**config.mk**
```make
export PLATFORM = sky130hd
export DESIGN_NAME = bin_to_bcd_seq
export DESIGN_NICKNAME = d
export VERILOG_FILES = /design/src/rtl/bin_to_bcd_seq.sv
export SDC_FILE = /design/constraint.sdc
export NUM_CORES = 1
export LEC_CHECK = 0
export ABC_CLOCK_PERIOD_IN_PS = 2900
export CORE_MARGIN = 4
export CORE_UTILIZATION = 50
export DETAILED_ROUTE_END_ITERATION = 8
export HOLD_SLACK_MARGIN = 0.1
export PLACE_DENSITY = 0.74
export SYNTH_ARGS = -nofsm -noshare
export SYNTH_HDL_FRONTEND = slang
export SYNTH_SLANG_ARGS = --single-unit
export TNS_END_PERCENT = 1
```
**constraint.sdc**
```tcl
create_clock -name clk -period 2.9 [get_ports clk]
set_input_delay 0.435 -clock clk [delete_from_list [all_inputs] [get_ports clk]]
set_output_delay 0.435 -clock clk [all_outputs]
set_load 0.1 [all_outputs]
```
**src/rtl/bin_to_bcd_seq.sv**
```systemverilog
// Sequential binary-to-BCD converter (shift-add-3) for the 8-digit seven-segment driver.
// A conversion takes IN_W shift cycles plus one load cycle. num and ovf hold their values between conversions.
module bin_to_bcd_seq #(
  parameter int IN_W    = 27,
  parameter int DIGITS  = 8,
  parameter int MAX_VAL = 99999999
) (
  input  logic                  clk,
  input  logic                  rst,
  input  logic                  start,
  input  logic [IN_W-1:0]       bin,
  output logic [4*DIGITS-1:0]   num,
  output logic                  busy,
  output logic                  done,
  output logic                  ovf
);

  localparam int NUM_W = 4 * DIGITS;
  localparam int CNT_W = $clog2(IN_W + 1);
  localparam logic [IN_W-1:0] MAX_BIN = IN_W'(MAX_VAL);

  typedef enum logic [1:0] {IDLE, SHIFT, LOAD} state_t;

  state_t             state, state_nx;
  logic [IN_W-1:0]    shreg;
  logic [NUM_W-1:0]   scratch, adj;
  logic [CNT_W-1:0]   cnt;
  logic               ovf_pend;

  // NOTE: sequential state uses non-blocking (<=) so every register samples pre-edge values.
  always_ff @(posedge clk or negedge rst) begin
    if (!rst) state <= IDLE;
    else      state <= state_nx;
  end

  // NOTE: every signal driven in always_comb gets a default first, so no latch is inferred.
  always_comb begin
    state_nx = state;
    unique case (state)
      IDLE:    if (start) state_nx = SHIFT;
      SHIFT:   if (cnt == CNT_W'(1)) state_nx = LOAD;
      LOAD:    state_nx = IDLE;
      default: state_nx = IDLE;
    endcase
  end

  always_comb begin
    busy = (state == SHIFT);
  end

  // Digits are adjusted independently. A digit of 5..9 plus 3 fits in 4 bits, so no carry crosses into the next digit.
  always_comb begin
    adj = scratch;
    for (int d = 0; d < DIGITS; d++) begin
      if (scratch[4*d +: 4] >= 4'd5) adj[4*d +: 4] = scratch[4*d +: 4] + 4'd3;
    end
  end

  always_ff @(posedge clk or negedge rst) begin
    if (!rst) begin
      shreg    <= '0;
      scratch  <= '0;
      cnt      <= '0;
      ovf_pend <= 1'b0;
      num      <= '0;
      ovf      <= 1'b0;
      done     <= 1'b0;
    end else begin
      done <= 1'b0;
      unique case (state)
        IDLE: begin
          if (start) begin
            if (bin > MAX_BIN) begin
              shreg    <= MAX_BIN;
              ovf_pend <= 1'b1;
            end else begin
              shreg    <= bin;
              ovf_pend <= 1'b0;
            end
            scratch <= '0;
            cnt     <= CNT_W'(IN_W);
          end
        end
        SHIFT: begin
          // Saturation keeps the value within 8 digits, so the bit shifted out of the top digit is always zero.
          scratch <= {adj[NUM_W-2:0], shreg[IN_W-1]};
          shreg   <= {shreg[IN_W-2:0], 1'b0};
          cnt     <= cnt - CNT_W'(1);
        end
        LOAD: begin
          num  <= scratch;
          ovf  <= ovf_pend;
          done <= 1'b1;
        end
        default: ;
      endcase
    end
  end

endmodule

```
# --- Yosys cells after proc, flatten, opt, wreduce, memory -nomap -nowiden ---
# Cells that the tools add are included.
classes:
  n_mux: 20
  n_addsub: 9
  n_lt_le_gt_ge: 9
  n_reduce_logical: 5
  eq_ne: 5
ops:
  columns: ["op", "n"]
  rows:
  - ["$pmux 32 s2", 1]
  - ["$mux 27", 2]
  - ["$pmux 27 s2", 1]
  - ["$ge 4x3->1 const B", 8]
  - ["$mux 32", 1]
  - ["$add 4x2->4 const B", 7]
  - ["$mux 4", 7]
  - ["$gt 27x27->1 const B", 1]
  - ["$pmux 5 s2", 1]
  - ["$reduce_and 2->1", 3]
  - ["$eq 5x1->1 const B", 1]
  - ["$mux 5", 1]
  - ["$sub 5x1->5 const B", 1]
  - ["$mux 2", 2]
  - ["$pmux 2 s2", 1]
  - ["$add 3x2->3 const B", 1]
  - ["$mux 3", 1]
  - ["$eq 2x1->1 const B", 1]
  - ["$eq 2x2->1 const B", 1]
  - ["$logic_not 2->1", 1]
  - ["$mux 1", 2]
  - ["$ne 2x1->1 const B", 1]
  - ["$ne 2x2->1 const B", 1]
  - ["$reduce_bool 2->1", 1]
totals:
  out_inout_bits: 35
  regBits: 101
  in_bits: 30
  wordCells: 56

# --- Logic depth before layout (Yosys ltp) ---
depth:
  depth_word: 4
  depth_mapped: 7

# --- Worst setup path after synthesis ---
# Ideal clock, no wire load.
synth_timing:
  path_type: "register to output"
  from: "reg state[1]"
  to: "out busy"
  path_slack_ns: 1.237
  t_required_ns: 2.465
  t_arrival_ns: 1.228
  stages_incl_launch_ff: 5
  path_cell_list: "dfrtp_1 > nand2b_1 > buf_6 > inv_4 > buf_2"
synth_via:
  elab_chain_cells: 1
synth_lines:
  columns: ["element", "line", "source"]
  rows:
  - ["start: declaration", "24", "state_t state, state_nx;"]
  - ["start signal: assignment", "33", "else state <= state_nx;"]
  - ["$eq 2x1->1", "48", "busy = (state == SHIFT);"]
  - ["end: declaration", "13", "output logic busy,"]
# Every way passes these cells.

# --- Worst setup path after layout ---
# Same ends and word-level chain as after synthesis.

==> qor.csv <==
stage,metric,value,unit
outcome,status,finished clean,
global_route,grt_pass1_vias,3599,
cts,cts_buffers,9,
cts,post-cts-setup-buffers,0,
timing,rsz0062_at_grt,false,
critical_path,path_delay_family,buffers and inverters,
timing,skew,14.27,ps
route,drcViolationCount,0,
route,wl,10050,um
placement,gp_congestion,0.8517,
critical_path,crit_chain,nand2b_2 > inv_4 > buf_12,
route,drtIter0Drc,272,
timing,tightest_slew,694.5,ps
finish,drive_gt1_frac,0.1875,
pwr,p_switching,3.137,mW
global_route,antenna_found_initial,0,
pwr,p_sw_frac,0.4573,
finish,antenna_cells,0,
route,post_drt_via_cell_ratio,5.832,
critical_path,reg2reg_slack,1080,ps
timing,period_share,0.7929,
pwr,pwr-share-clk,0.135,
critical_path,crit_buf_inv,2,
cts,clk_pin_slew_worst_paths,90,ps
pwr,p_comb_frac,0.514,
global_route,gr-total-overflow,0,
global_route,grt_pass1_wl,17360,um
critical_path,worst-setup-path-type,reg -> out,
logic_synthesis,synth_flop_cell,dfrtp_1,
min_path,min_path_cells,2,
timing,fin_tns_setup,0,ps
critical_path,reg2reg_to,shreg[21],
critical_path,cp_max_fo,27,
logic_synthesis,yosys.cell_types.count,38,
cts,cts_sinks,101,
pwr,total_power,6.861,mW
timing,maxSlewViolCount,0,
pwr,max-vdd-ir-drop,0.4719,mV
cts,cts_tree,yes,
timing,setup_viol,0,
die,die_area,0.01124,mm2
cts,clkLatencyLatePin,370,ps
pwr,p_int,3.724,mW
critical_path,end_kind,output pin,
pwr,power.density,1210,mW/mm2
critical_path,startpoint_type,flop,
route,firstDrtPassIters,4,
die,rows,35,
finish,instances_no_fill,625,
timing,hold_violations,0,
logic_synthesis,seq_area_frac_synth,0.5259,
logic_synthesis,synth_top_area_frac,0.5259,
finish,layout_common_cells,"dfrtp_1, buf_4, o22ai_1",
pwr,p_leak,2.581,nW
critical_path,reg2reg_depth,5,
logic_synthesis,synth_top_cell_by_area,dfrtp_1,
job,cap_violations,0,
logic_synthesis,yosysWarnings,0,
timing,layout_min_cycle_time,2300,ps
logic_synthesis,synth_area_leaders,"dfrtp_1, mux2_2, o22ai_1, ha_1, o21ai_0",
logic_synthesis,ys_ff_latch,101,
pwr,seq_power_share,0.351,
placement,dp_cells,608,
critical_path,slowest_stage,nand2b_2,
route,final_antenna_net_count,0,
logic_synthesis,synth_edf_count,0,
finish,layout_commonest_cell,dfrtp_1,
logic_synthesis,syn_inst,436,
critical_path,worst_ep_required_time,2470,ps
global_route,grt_use_total,0.1879,
die,floorplan.initialDensity,0.5177,
logic_synthesis,syn-num-nets,484,
die,die_h,106.0,um
die,core,0.009284,mm2
min_path,worstHoldStart,num[8],
cts,cts-root-buf,clkbuf_8,
cts,cts_buffer_depth,2,
timing,max_freq,0.4349,GHz
logic_synthesis,synth_area_per_cell,11.02,um2
cts,htree_levels,3,
critical_path,rr_startpoint,state[1],
die,die_w,106.0,um
route,num_vias,3645,
min_path,hold-path-endpoint,num[8],
critical_path,crit_arrival,1860,ps
placement,hpwl,6822,um
finish,synthToLayoutAreaGrowth,17.94,%
timing,holdWs,486.7,ps
finish,num-nets-final,539,
global_route,grt_max_degree,54,
timing,slew_headroom,0.5370,
placement,place.port_buffers,64,
min_path,holdCritPathClass,reg -> reg,
logic_synthesis,async_reset_ff_frac,1.000,
route,avgRoutedWirePerCell,16.08,um
die,io_pins,65,
critical_path,slowest_delay,440,ps
logic_synthesis,syn_area,0.004806,mm2
## how the worst max path moves through the flow
stage,from,endpoint,cells past startpoint
5_1_grt,state[1],busy,3
6_report,state[1],busy,3
2_1_floorplan,state[1],busy,4
4_1_cts,state[1],busy,3
3_3_place_gp,bin[21],shreg[8],5
3_5_place_dp,bin[18],shreg[11],5
## per-stage QoR
stage	utilization	area, um2	worst slack [ps]
after floorplan	-	4806	1237
after global placement	0.5875	5454	812.7
after detailed placement	0.5875	5454	790.2
after CTS	0.6105	5668	584.3
after global routing	0.6105	5668	491.1
final	0.6105	5668	600.5
## cell type report
cell class,instances,area [um2]
clock buffers,9,123.9
clock inverters,7,80.08
fillers,804,3616
inverters,23,88.84
multi-input cells,283,2041
flip-flops and latches,101,2527
well taps,129,161.4
repair buffers,73,645.6
## cells by family (layout without fill, tap and decap cells)
group | after synthesis | count (layout) | synth area share
AND/OR/NAND/NOR | 58 | 58 | 0.05806
AO/OA/AOI/OAI | 165 | 165 | 0.2299
buffers and inverters | 52 | 112 | 0.04999
flip-flops | 101 | 101 | 0.5259
XOR/XNOR | 17 | 17 | 0.03098
adder cells (fa/ha/maj) | 18 | 18 | 0.04686
multiplexers | 25 | 25 | 0.05832
## cell usage after synthesis (all sizes together) (9+ instances only)
cell,instances
dfrtp,101
nand2,32
o21ai,37
nand2b,10
o21bai,13
buf,21
inv,23
o22ai,40
a21oi,30
mux2,24
ha,18
a22o,9
xnor2,9
## worst register-to-register path, delay by kind of cell, from the launching register on
family | cells | cell delay (ps)
buffers and inverters | 1 | 470
AO/OA/AOI/OAI | 3 | 390
flip-flops | 1 | 410
AND/OR/NAND/NOR | 1 | 480
## layer usage
metal,share of wire,track usage
met1,0.46,0.2574
met2,0.47,0.3015
met3,0.056,0.03157
met4,0.018,0.07031
met5,0,0
## sequential cells by signal (all words and copies together), names as in the netlist
name	cells
state	2
ovf	1
scratch	32
cnt	5
shreg	27
ovf_pend	1
done	1
num	32
## power groups by stage
stage                     registers, mW  clock network (mW)  logic (mW)
final                              2.41               0.928        3.53
after global routing               2.48                1.01        3.85
after CTS                          2.40               0.946        3.54
after detailed placement           2.42                   0        3.53
after global placement             2.41                   0        3.41
after floorplan                    3.09                   0        2.08
## what timing repair did
| item | in CTS | in global routing |
|---|---|---|
| setup endpoints to repair | 0 | 0 |
| hold buffers | 1 | 0 |
| resized for setup | 0 | 0 |
| hold endpoints to repair | 47 | 0 |
No activity file was read; power rests on OpenSTA's default activity.
